--- src/rtl/ladybird_config.sv ---
// ladybird_config -- shared constants and types for the ladybird core buses.
//   ROUTER_BASE / ROUTER_MASK : default address map for ladybird_addr_router
//                               (port 0 IRAM, 1 BRAM, 2 DRAM, 3 UART, 4 QSPI, 5 GPIO)
//   rsp_t                     : bundled response {data, err, valid}
//   ACCESS_TYPE               : read/write access kind, kept for legacy users
package ladybird_config;

  localparam int ROUTER_NUM_PORT = 6;
  localparam int ROUTER_XLEN     = 32;

  localparam int PORT_IRAM = 0;
  localparam int PORT_BRAM = 1;
  localparam int PORT_DRAM = 2;
  localparam int PORT_UART = 3;
  localparam int PORT_QSPI = 4;
  localparam int PORT_GPIO = 5;

  typedef enum logic {
    ACCESS_READ  = 1'b0,
    ACCESS_WRITE = 1'b1
  } ACCESS_TYPE;

  typedef struct packed {
    logic [ROUTER_XLEN-1:0] data;
    logic                   err;
    logic                   valid;
  } rsp_t;

  // Top-nibble map. DRAM has no window of its own: a zero mask with a
  // non-zero base can never match, so DRAM is reached only as the default.
  localparam logic [ROUTER_NUM_PORT-1:0][ROUTER_XLEN-1:0] ROUTER_BASE = {
    32'hE000_0000,   // 5 GPIO
    32'hD000_0000,   // 4 QSPI
    32'hF000_0000,   // 3 UART
    32'hFFFF_FFFF,   // 2 DRAM (never matches)
    32'h8000_0000,   // 1 BRAM
    32'h9000_0000    // 0 IRAM
  };

  localparam logic [ROUTER_NUM_PORT-1:0][ROUTER_XLEN-1:0] ROUTER_MASK = {
    32'hF000_0000,
    32'hF000_0000,
    32'hF000_0000,
    32'h0000_0000,
    32'hF000_0000,
    32'hF000_0000
  };

  // Strobe-to-access-kind helper for legacy code paths.
  function automatic ACCESS_TYPE access_of(input logic [ROUTER_XLEN/8-1:0] wstrb);
    return (|wstrb) ? ACCESS_WRITE : ACCESS_READ;
  endfunction

endpackage

--- src/rtl/ladybird_addr_router_decode.sv ---
// ladybird_addr_decode -- combinational base/mask priority address decoder.
//   addr : byte address to decode
//   hit  : at least one port window matches
//   idx  : lowest matching port index (0 when no hit)
module ladybird_addr_decode
  import ladybird_config::*;
#(
  parameter int NUM_PORT = 6,
  parameter int XLEN     = 32,
  parameter int IDX_W    = 3,
  parameter logic [NUM_PORT-1:0][XLEN-1:0] PORT_BASE = '0,
  parameter logic [NUM_PORT-1:0][XLEN-1:0] PORT_MASK = '0
) (
  input  logic [XLEN-1:0]  addr,
  output logic             hit,
  output logic [IDX_W-1:0] idx
);

  logic [NUM_PORT-1:0] match;

  genvar gi;
  generate
    for (gi = 0; gi < NUM_PORT; gi++) begin : g_match
      assign match[gi] = ((addr & PORT_MASK[gi]) == PORT_BASE[gi]);
    end
  endgenerate

  // Scan from the top down so the lowest matching index is the one left.
  always_comb begin
    hit = |match;
    idx = '0;
    for (int i = NUM_PORT - 1; i >= 0; i--) begin
      if (match[i]) idx = IDX_W'(i);
    end
  end

endmodule

--- src/rtl/ladybird_addr_router.sv ---
// ladybird_addr_router -- 1-to-N in-order request router for a ladybird core bus.
//   clk, reset                 : clock, synchronous active-high reset
//   up_req_* / up_rsp_*        : core-side request (valid/ready) and response (valid only)
//   dn_req_valid / dn_req_ready: one-hot per-port request handshake
//   dn_req_addr/wdata/wstrb    : request payload broadcast to every port
//   dn_rsp_valid/data/err      : per-port responses (data flattened, port i at [i*XLEN +: XLEN])
//   spurious                   : high in any cycle a downstream response is dropped
// Requests only go to one target at a time; a switch waits until every
// in-flight response has returned, which keeps responses in request order.
module ladybird_addr_router
  import ladybird_config::*;
#(
  parameter int NUM_PORT        = 6,
  parameter int XLEN            = 32,
  parameter int MAX_OUTSTANDING = 4,
  parameter logic [NUM_PORT-1:0][XLEN-1:0] PORT_BASE = ladybird_config::ROUTER_BASE,
  parameter logic [NUM_PORT-1:0][XLEN-1:0] PORT_MASK = ladybird_config::ROUTER_MASK,
  parameter int DEFAULT_PORT    = 2,
  parameter int ERR_ON_MISS     = 0
) (
  input  logic                     clk,
  input  logic                     reset,

  input  logic                     up_req_valid,
  output logic                     up_req_ready,
  input  logic [XLEN-1:0]          up_req_addr,
  input  logic [XLEN-1:0]          up_req_wdata,
  input  logic [XLEN/8-1:0]        up_req_wstrb,
  output logic                     up_rsp_valid,
  output logic [XLEN-1:0]          up_rsp_data,
  output logic                     up_rsp_err,

  output logic [NUM_PORT-1:0]      dn_req_valid,
  input  logic [NUM_PORT-1:0]      dn_req_ready,
  output logic [XLEN-1:0]          dn_req_addr,
  output logic [XLEN-1:0]          dn_req_wdata,
  output logic [XLEN/8-1:0]        dn_req_wstrb,
  input  logic [NUM_PORT-1:0]      dn_rsp_valid,
  input  logic [NUM_PORT*XLEN-1:0] dn_rsp_data,
  input  logic [NUM_PORT-1:0]      dn_rsp_err,

  output logic                     spurious
);

  // Target index NUM_PORT is the internal MISS responder.
  localparam int TGT_W = $clog2(NUM_PORT + 1);
  localparam int CNT_W = $clog2(MAX_OUTSTANDING + 1);
  localparam logic [TGT_W-1:0] MISS     = TGT_W'(NUM_PORT);
  localparam logic [TGT_W-1:0] DEF_TGT  = TGT_W'(DEFAULT_PORT);
  localparam logic [CNT_W-1:0] CNT_FULL = CNT_W'(MAX_OUTSTANDING);
  localparam logic [CNT_W-1:0] CNT_ONE  = CNT_W'(1);

  logic [CNT_W-1:0] cnt_reg, cnt_next;
  logic [TGT_W-1:0] cur_tgt_reg, cur_tgt_next;
  logic [CNT_W-1:0] miss_pend_reg, miss_pend_next;

  logic             dec_hit;
  logic [TGT_W-1:0] dec_idx;
  logic [TGT_W-1:0] dec_tgt;
  logic             tgt_ready;
  logic             stall;
  logic             blocked;
  logic             accept;
  logic             busy;
  logic             cur_is_miss;
  logic             miss_pop;
  logic             rsp_fire;
  logic             sel_valid;
  logic             sel_err;
  logic [XLEN-1:0]  sel_data;
  logic [NUM_PORT-1:0] rsp_expected;
  logic [XLEN-1:0]  rsp_data_arr [NUM_PORT];

  // ---------------------------------------------------------------- decode
  ladybird_addr_decode #(
    .NUM_PORT  (NUM_PORT),
    .XLEN      (XLEN),
    .IDX_W     (TGT_W),
    .PORT_BASE (PORT_BASE),
    .PORT_MASK (PORT_MASK)
  ) u_decode (
    .addr (up_req_addr),
    .hit  (dec_hit),
    .idx  (dec_idx)
  );

  assign dec_tgt = dec_hit ? dec_idx : ((ERR_ON_MISS != 0) ? MISS : DEF_TGT);

  // ---------------------------------------------------------------- issue
  always_comb begin
    tgt_ready = (dec_tgt == MISS);
    for (int i = 0; i < NUM_PORT; i++) begin
      if (dec_tgt == TGT_W'(i)) tgt_ready = dn_req_ready[i];
    end
  end

  assign busy        = (cnt_reg != '0);
  assign stall       = (cnt_reg == CNT_FULL) || (busy && (dec_tgt != cur_tgt_reg));
  assign blocked     = stall | reset;
  assign up_req_ready = ~blocked & tgt_ready;
  assign accept      = up_req_valid & up_req_ready;

  assign dn_req_addr  = up_req_addr;
  assign dn_req_wdata = up_req_wdata;
  assign dn_req_wstrb = up_req_wstrb;

  genvar gi;
  generate
    for (gi = 0; gi < NUM_PORT; gi++) begin : g_port
      assign dn_req_valid[gi] = up_req_valid & ~blocked & (dec_tgt == TGT_W'(gi));
      assign rsp_data_arr[gi] = dn_rsp_data[gi*XLEN +: XLEN];
      // Only the port currently owning the in-flight window may respond.
      assign rsp_expected[gi] = busy & (cur_tgt_reg == TGT_W'(gi));
    end
  endgenerate

  // ---------------------------------------------------------------- response
  always_comb begin
    sel_valid = 1'b0;
    sel_err   = 1'b0;
    sel_data  = '0;
    for (int i = 0; i < NUM_PORT; i++) begin
      if (cur_tgt_reg == TGT_W'(i)) begin
        sel_valid = dn_rsp_valid[i];
        sel_err   = dn_rsp_err[i];
        sel_data  = rsp_data_arr[i];
      end
    end
  end

  assign cur_is_miss = (cur_tgt_reg == MISS);
  // MISS answers come from the pending count, one per cycle starting the
  // cycle after acceptance.
  assign miss_pop    = (miss_pend_reg != '0);
  assign rsp_fire    = busy & (cur_is_miss ? miss_pop : sel_valid);

  assign up_rsp_valid = ~reset & rsp_fire;
  assign up_rsp_data  = (~reset & busy & ~cur_is_miss) ? sel_data : '0;
  assign up_rsp_err   = ~reset & busy & (cur_is_miss ? miss_pop : sel_err);
  assign spurious     = ~reset & (|(dn_rsp_valid & ~rsp_expected));

  // ---------------------------------------------------------------- state
  always_comb begin
    cnt_next = cnt_reg;
    if (accept && !rsp_fire)      cnt_next = cnt_reg + CNT_ONE;
    else if (!accept && rsp_fire) cnt_next = cnt_reg - CNT_ONE;

    cur_tgt_next = accept ? dec_tgt : cur_tgt_reg;

    miss_pend_next = miss_pend_reg;
    if ((accept && (dec_tgt == MISS)) && !miss_pop)      miss_pend_next = miss_pend_reg + CNT_ONE;
    else if (!(accept && (dec_tgt == MISS)) && miss_pop) miss_pend_next = miss_pend_reg - CNT_ONE;
  end

  always_ff @(posedge clk) begin
    if (reset) begin
      cnt_reg       <= '0;
      cur_tgt_reg   <= '0;
      miss_pend_reg <= '0;
    end else begin
      cnt_reg       <= cnt_next;
      cur_tgt_reg   <= cur_tgt_next;
      miss_pend_reg <= miss_pend_next;
    end
  end

endmodule

--- config.mk ---
export PLATFORM = sky130hd
export DESIGN_NAME = ladybird_addr_router
export DESIGN_NICKNAME = d
export VERILOG_FILES = /design/src/rtl/ladybird_config.sv /design/src/rtl/ladybird_addr_router_decode.sv /design/src/rtl/ladybird_addr_router.sv
export SDC_FILE = /design/constraint.sdc
export NUM_CORES = 1
export LEC_CHECK = 0
export CORE_AREA = 2 2 152 154
export DETAILED_ROUTE_END_ITERATION = 10
export DIE_AREA = 0 0 154 156
export SLEW_MARGIN = 20
export SYNTH_ARGS = -nofsm -noshare
export SYNTH_HDL_FRONTEND = slang
export SYNTH_SLANG_ARGS = --single-unit
--- constraint.sdc ---
create_clock -name clk -period 4.86 [get_ports clk]
set_input_delay 0.972 -clock clk [delete_from_list [all_inputs] [get_ports clk]]
set_output_delay 0.972 -clock clk [all_outputs]
set_load 0.01 [all_outputs]
Word-level counts from Yosys, hierarchy flattened
Index checks and enable logic that the tools add are counted.

word-level totals
  flip-flop bits (word level) = 9
  bits of input ports = 281
  output and inout bits = 110
  logic and storage cells = 109

cells by class
  add/subtract/negate cells = 4
  equality and inequality tests = 19
  multiplexer cells = 37
  bitwise operators = 27
  reduce and logical (&&, ||, !) cells = 19

operator list
  kind                                                                   number
  32-bit two-way mux                                                     7
  3-bit two-way mux                                                      10
  1-bit AND                                                              21
  3-bit equality test, second input constant                             7
  4-bit equality test, second input constant                             5
  1-bit two-way mux                                                      20
  3-bit by 2-bit equality test with 1-bit output, second input constant  4
  3-bit by 1-bit adder with 3-bit output, second input constant          2
  6-bit AND                                                              1
  3-bit by 1-bit equality test with 1-bit output, second input constant  2
  1-bit logical AND                                                      6
  3-bit zero test                                                        2
  6-bit inverter                                                         1
  3-bit nonzero test                                                     2
  6-bit OR reduction                                                     1
  3-bit by 1-bit subtractor with 3-bit output, second input constant     2
  5-bit OR reduction                                                     1
  1-bit zero test                                                        4
  2-bit nonzero test                                                     2
  3-bit != test                                                          1
  1-bit inverter                                                         3
  1-bit logical OR                                                       1
  1-bit OR                                                               1

Logic depth before layout (Yosys ltp)
  word-level depth = 21
  depth in mapped cells = 14
  mapped depth without buffers = 11

Hierarchy
Synthesis repeated with hierarchy kept, for this count alone.

second synthesis, totals
  cells, all modules = 391
  area total of the unflattened synthesis = 3126.7 um^2

by module, submodules not included
  module                instances  cells an instance  area each (um^2)  sequential area each (um^2)
  ladybird_addr_router  1          382                3065.4            180.2
  ladybird_addr_decode  1          9                  61.3              0.0

Least setup slack after synthesis
Ideal clock, no wire load.

  path kind = input to register
  from = input port up_req_addr[29]
  to = register cnt_reg[2]
  setup time = 0.070 ns
  arrival = 3.559 ns
  data required time = 4.790 ns
  path slack = 1.231 ns
  stages = 12
  buffers on the path = 1
  cell sequence = buf_2 xor2_1 a311o_1 a2111oi_4 a21oi_2 nor2_1 ha_1 inv_1 fa_1 xor2_1 or3_1 a21oi_1

on the way
  cells in the longest elaborated chain, start to end = 19
  elaborated cells on any way between the ends = 37
  classes of those cells = eq/ne (12); mux (13); bitwise (4); reduce/logical (8)

ends and longest elaborated chain
  element                                                        RTL line                                                text
  from (decl)                                                    ladybird_addr_router.sv:26                              input logic [XLEN-1:0] up_req_addr,
  4-bit equality test                                            ladybird_addr_router_decode.sv:24                       assign match[gi] = ((addr & PORT_MASK[gi]) == PORT_BASE[gi]);
  3-bit two-way mux (5 in a row)                                 ladybird_addr_router_decode.sv:33                       if (match[i]) idx = IDX_W'(i);
  3-bit two-way mux (*)                                          ladybird_addr_router.sv:87                              assign dec_tgt = dec_hit ? dec_idx : ((ERR_ON_MISS != 0) ? MISS : DEF_TGT);
  3-bit equality test / 3-bit zero test (equally long branches)  ladybird_addr_router.sv:91, ladybird_addr_router.sv:93
  1-bit two-way mux (6 in a row)                                 ladybird_addr_router.sv:93                              if (dec_tgt == TGT_W'(i)) tgt_ready = dn_req_ready[i];
  1-bit AND (*)                                                  ladybird_addr_router.sv:100                             assign up_req_ready = ~blocked & tgt_ready;
  1-bit AND (*)                                                  ladybird_addr_router.sv:101                             assign accept = up_req_valid & up_req_ready;
  net accept                                                     ladybird_addr_router.sv:63                              logic accept;
  1-bit zero test                                                ladybird_addr_router.sv:146                             else if (!accept && rsp_fire) cnt_next = cnt_reg - CNT_ONE;
  1-bit logical AND                                              ladybird_addr_router.sv:146
  2-bit nonzero test (no source line)                            n/a
  to (signal assigned)                                           ladybird_addr_router.sv:161                             cnt_reg <= cnt_next;
  to (decl)                                                      ladybird_addr_router.sv:53                              logic [CNT_W-1:0] cnt_reg, cnt_next;

The timed path passes the listed nets; every way through them passes the cells marked *.
A chain may end at the register's enable or synchronous reset.

Worst setup path after layout
  from = input port up_req_addr[30]
  to = output port dn_req_valid[2]

on the way
  cells in the longest elaborated chain, start to end = 14
  elaborated cells on any way between the ends = 20
  classes of those cells = eq/ne (7); mux (6); bitwise (4); reduce/logical (3)

ends and longest elaborated chain
  element                         RTL line                           text
  4-bit equality test             ladybird_addr_router_decode.sv:24
  3-bit two-way mux (5 in a row)  ladybird_addr_router_decode.sv:33
  3-bit two-way mux (*)           ladybird_addr_router.sv:87
  3-bit != test                   ladybird_addr_router.sv:98         assign stall = (cnt_reg == CNT_FULL) || (busy && (dec_tgt != cur_tgt_reg));
  1-bit logical AND               ladybird_addr_router.sv:98
  1-bit logical OR                ladybird_addr_router.sv:98
  1-bit OR                        ladybird_addr_router.sv:99         assign blocked = stall | reset;
  1-bit inverter                  ladybird_addr_router.sv:110        assign dn_req_valid[gi] = up_req_valid & ~blocked & (dec_tgt == TGT_W'(gi));
  1-bit AND                       ladybird_addr_router.sv:110
  1-bit AND (*)                   ladybird_addr_router.sv:110
  to (decl)                       ladybird_addr_router.sv:33         output logic [NUM_PORT-1:0] dn_req_valid,

Mark *: on every way between the ends. The rest lies on a longest branch, timed or not.

==> Implementation_results.wiki <==
{| class="wikitable"
! Metric !! Value
|-
| Run status || complete, no violations
|-
| Share of synthesized area occupied by flip-flops and latches || 5.56%
|-
| Path category of the worst min-delay check || reg -> reg
|-
| Buffer cell driving the clock tree root || sky130_fd_sc_hd__clkbuf_16
|-
| Slew margin rel. || 45.9%
|-
| Busiest grt layer || met2
|-
| CTS Hold Buffers Added || 0
|-
| Hold violation count in the final report || 0
|-
| Number of antenna violations at the first check in global routing || 0
|-
| Max Cap Viol || 0
|-
| Placement row count || 55
|-
| TritonCTS sink count || 9
|-
| Port bufs || 262
|-
| Worst reg-to-reg setup slack || 1.77 ns
|-
| Most frequently used flop master after synthesis || sky130_fd_sc_hd__dfxtp_1
|-
| Shortest period the worst path allows || 4.49 ns
|-
| Die outline width || 154 microns
|-
| Source of the worst register-to-register timing path || cur_tgt_reg[0]
|-
| CTS tree || yes
|-
| Number of design rule violations left after detail routing || 0
|-
| Share of power burned in combinational logic || 80.2%
|-
| Flip-flop and latch count after synthesis || 9
|-
| Post-synth EDFFs || 0
|-
| Die footprint || 24000 sq um
|-
| Skew final || 0.00569 ns
|-
| Post-Syn Area || 3240 sq um
|-
| Data required time at the worst endpoint || 3.89 ns
|-
| Net count of the mapped netlist || 699
|-
| Global routing met3 resource utilization || 5.53%
|-
| Non-Filler Instances || 877
|-
| Share of total power in the clock network || 10.0%
|-
| CORE AREA || 22400 sq um
|-
| Minimum hold slack || 0.523 ns
|-
| Count of final max-slew check failures || 0
|-
| Total internal power || 825 uW
|-
| Yosys cell types || 50
|-
| Post-CTS sizing || 0
|-
| Global routing usage summed across all routing layers || 13.9%
|-
| Average size of a mapped cell || 7.80 sq um
|-
| Average vias per placed instance || 4.43
|-
| Final setup fails || 0
|-
| Starting density of the core || 14.5%
|-
| Power density over cell area || 248 nW/um^2
|-
| GR met2 Demand/Resource || 24.7%
|-
| Arr. time, crit path || 3.52 ns
|-
| Ports || 391
|-
| Height of the die || 156 microns
|-
| Signed area change from the synthesized netlist to the final layout || 77.7%
|-
| Wire length of the first global-routing pass || 25.2 mm
|-
| Gate count of the mapped netlist || 415
|-
| Ratio of cells with drive above 1 in the final layout || 13.5%
|-
| Setup repair after global routing missed its margin || no
|-
| Global routing usage on met1 || 16.4%
|-
| H-tree levels || 1
|-
| Sequential share of power || 9.9%
|-
| Pre-antenna DRT Iters || 4
|-
| Total detailed-routing wirelength || 18.3 mm
|-
| Clock slew at reported path FFs || 0.04 ns
|-
| Cell count of the worst hold path || 2
|-
| Post CTS Setup Buffer Count || 0
|-
| Fmax achieved || 223 MHz
|-
| Register-to-Register Path Depth || 11
|-
| Worst reg2reg path endpoint || cnt_reg[2]
|-
| Total Negative Setup Slacks || 0 ns
|-
| Iter 0 DRT Violations || 200
|-
| Worst Setup Path Type || in -> out
|-
| Pin count of the biggest net entering global routing || 33
|-
| Non-Filler Cell Area, Final || 5760 sq um
|-
| Wire per inst || 20.8 microns
|-
| Ratio of final minimum period to clock period || 92.4%
|-
| Total placed instance area || 5670 sq um
|-
| Measured slew at the worst slew-check pin || 0.809 ns
|-
| Proportion of total power due to net switching || 42.3%
|-
| Hold-critical path endpoint || cnt_reg[2]
|-
| Filler cells || 2418
|-
| Maximum clock path buffer count || 2
|-
| Number of global-route vias before repair || 3809
|-
| Leakage power || 1.94 nW
|-
| Synth warnings || 0
|-
| Global placer's final weighted congestion || 0.760
|-
| Post-layout net count || 876
|-
| Async set-reset flop share out of synthesis || 0%
|-
| Inst Count DP || 872
|-
| Switching power || 605 uW
|-
| Total number of vias || 3883
|-
| Highest net fanout along the worst path || 16
|-
| Hold_sp || cnt_reg[2]
|-
| Later-pin clock latency in the skew report || 0.23 ns
|-
| Total overflow reported by the global router || 0
|-
| Worst IR Drop VDD || 93.5 uV
|-
| Category of the worst setup path capture point || output port
|-
| DRT antenna net count || 0
|-
| Num CTS Buffers || 3
|-
| Startpoint type of the worst setup path || input pin
|-
| Placed wire-length estimate || 15.6 mm
|}
-- final cells by class --
class / instances / area, sq um / share of cell area (%)
repair buffers: 277 / 2740 / 47.5
multi-input cells: 292 / 2360 / 41.1
well taps: 285 / 357 / 6.20
flip-flops and latches: 9 / 185 / 3.22
clock buffers: 4 / 78.8 / 1.37
inverters: 9 / 33.8 / 0.587
diodes: 1 / 2.50 / 0.0435
-- synthesized netlist by cell type, types with 3 or more instances --
master	instances	area, sq um
sky130_fd_sc_hd__nand2_1	17	63.8
sky130_fd_sc_hd__mux4_2	25	563
sky130_fd_sc_hd__nand4_1	5	31.3
sky130_fd_sc_hd__a21oi_1	15	75.1
sky130_fd_sc_hd__inv_1	9	33.8
sky130_fd_sc_hd__nand3b_1	3	22.5
sky130_fd_sc_hd__mux2i_1	14	140
sky130_fd_sc_hd__xor2_1	5	43.8
sky130_fd_sc_hd__nand3_1	3	15.0
sky130_fd_sc_hd__nor2b_1	3	18.8
sky130_fd_sc_hd__mux2_2	26	293
sky130_fd_sc_hd__a22oi_1	28	210
sky130_fd_sc_hd__nor2_1	62	233
sky130_fd_sc_hd__clkbuf_1	26	97.6
sky130_fd_sc_hd__buf_2	10	50.1
sky130_fd_sc_hd__nand2b_1	6	37.5
sky130_fd_sc_hd__dfxtp_1	9	180
sky130_fd_sc_hd__o211ai_1	4	30.0
sky130_fd_sc_hd__o21ai_0	17	85.1
sky130_fd_sc_hd__a221oi_1	7	61.3
sky130_fd_sc_hd__or3_1	4	25.0
sky130_fd_sc_hd__buf_4	68	510
sky130_fd_sc_hd__nor3_1	12	60.1
sky130_fd_sc_hd__nor3_2	3	30.0
-- worst max path at each step --
| stage | slack, ns | start | end |
|---|---|---|---|
| floorplan | 1.23 | up_req_addr[29] | cnt_reg[2] |
| global placement | 0.36 | up_req_addr[30] | dn_req_valid[2] |
| detailed placement | 0.33 | up_req_addr[30] | dn_req_valid[2] |
| CTS | 0.31 | up_req_addr[30] | dn_req_valid[2] |
| global route | 0.12 | up_req_addr[30] | dn_req_valid[2] |
| finish | 0.37 | up_req_addr[30] | dn_req_valid[2] |
-- critical path, cell delays in order --
cell and delay (ns):
sky130_fd_sc_hd__clkdlybuf4s50_1 0.64, sky130_fd_sc_hd__nor4b_1 0.34, sky130_fd_sc_hd__a41oi_1 0.15, sky130_fd_sc_hd__a2111oi_4 0.47, sky130_fd_sc_hd__a21oi_2 0.21, sky130_fd_sc_hd__nor2_1 0.18
sky130_fd_sc_hd__clkdlybuf4s50_1 0.56
-- kinds of logic (layout without fill, tap and decap cells) --
logic type	count (synthesis)	count (layout)	synth area share [%]
DFF	9	9	5.56
adders and majority gates	3	3	1.39
and+or+nand+nor	130	130	19.7
xor gates and xnor gates	6	6	1.62
buffers and inverters	114	290	21.7
AOI/OAI and AO/OA	87	87	19.2
other	1	2	0.116
muxes	65	65	30.8
-- per-stage QoR --
step | utilization (%) | setup WS [ns] | power (mW)
2_1_floorplan | - | 1.23 | 0.803
3_3_place_gp | 25.4 | 0.359 | 1.29
4_1_cts | 25.7 | 0.305 | 1.45
5_1_grt | 25.7 | 0.120 | 1.55
3_5_place_dp | 25.4 | 0.333 | 1.30
6_report | 25.7 | 0.368 | 1.43
-- metal layers --
metal | up-vias | share of wire [%] | wire length, microns
met2 | 206 | 50 | 9210
li1 | 1815 | - | -
met5 | - | 0 | 0
met3 | 9 | 12 | 2110
met4 | 0 | 0.96 | 176
met1 | 1853 | 37 | 6770
-- power by group through the flow --
| stage | registers [mW] | logic [mW] | clock network, mW |
|---|---|---|---|
| final | 0.141 | 1.15 | 0.142 |
| after global routing | 0.147 | 1.26 | 0.149 |
| after CTS | 0.140 | 1.17 | 0.144 |
| after detailed placement | 0.141 | 1.16 | 0 |
| after global placement | 0.140 | 1.15 | 0 |
| after floorplan | 0.116 | 0.687 | 0 |
-- cells in the final DEF (no fill, tap or decap), types with 3 or more instances in the layout --
cell type,Yosys,routed
sky130_fd_sc_hd__mux2_2,26,26
sky130_fd_sc_hd__clkdlybuf4s50_1,0,262
sky130_fd_sc_hd__nand3_1,3,3
sky130_fd_sc_hd__xor2_1,5,5
sky130_fd_sc_hd__nand2b_1,6,6
sky130_fd_sc_hd__nor2_1,62,62
sky130_fd_sc_hd__a22oi_1,28,28
sky130_fd_sc_hd__clkbuf_16,0,3
sky130_fd_sc_hd__nor3_2,3,3
sky130_fd_sc_hd__a221oi_1,7,7
sky130_fd_sc_hd__mux4_2,25,25
sky130_fd_sc_hd__nand4_1,5,5
sky130_fd_sc_hd__nor3_1,12,12
sky130_fd_sc_hd__o21ai_0,17,17
sky130_fd_sc_hd__or3_1,4,4
sky130_fd_sc_hd__inv_1,9,9
sky130_fd_sc_hd__dfxtp_1,9,7
sky130_fd_sc_hd__nand3b_1,3,3
sky130_fd_sc_hd__o211ai_1,4,4
sky130_fd_sc_hd__nand2_1,17,17
sky130_fd_sc_hd__mux2i_1,14,14
sky130_fd_sc_hd__buf_4,68,15
sky130_fd_sc_hd__a21oi_1,15,15
No activity file was read; power rests on OpenSTA's default activity.
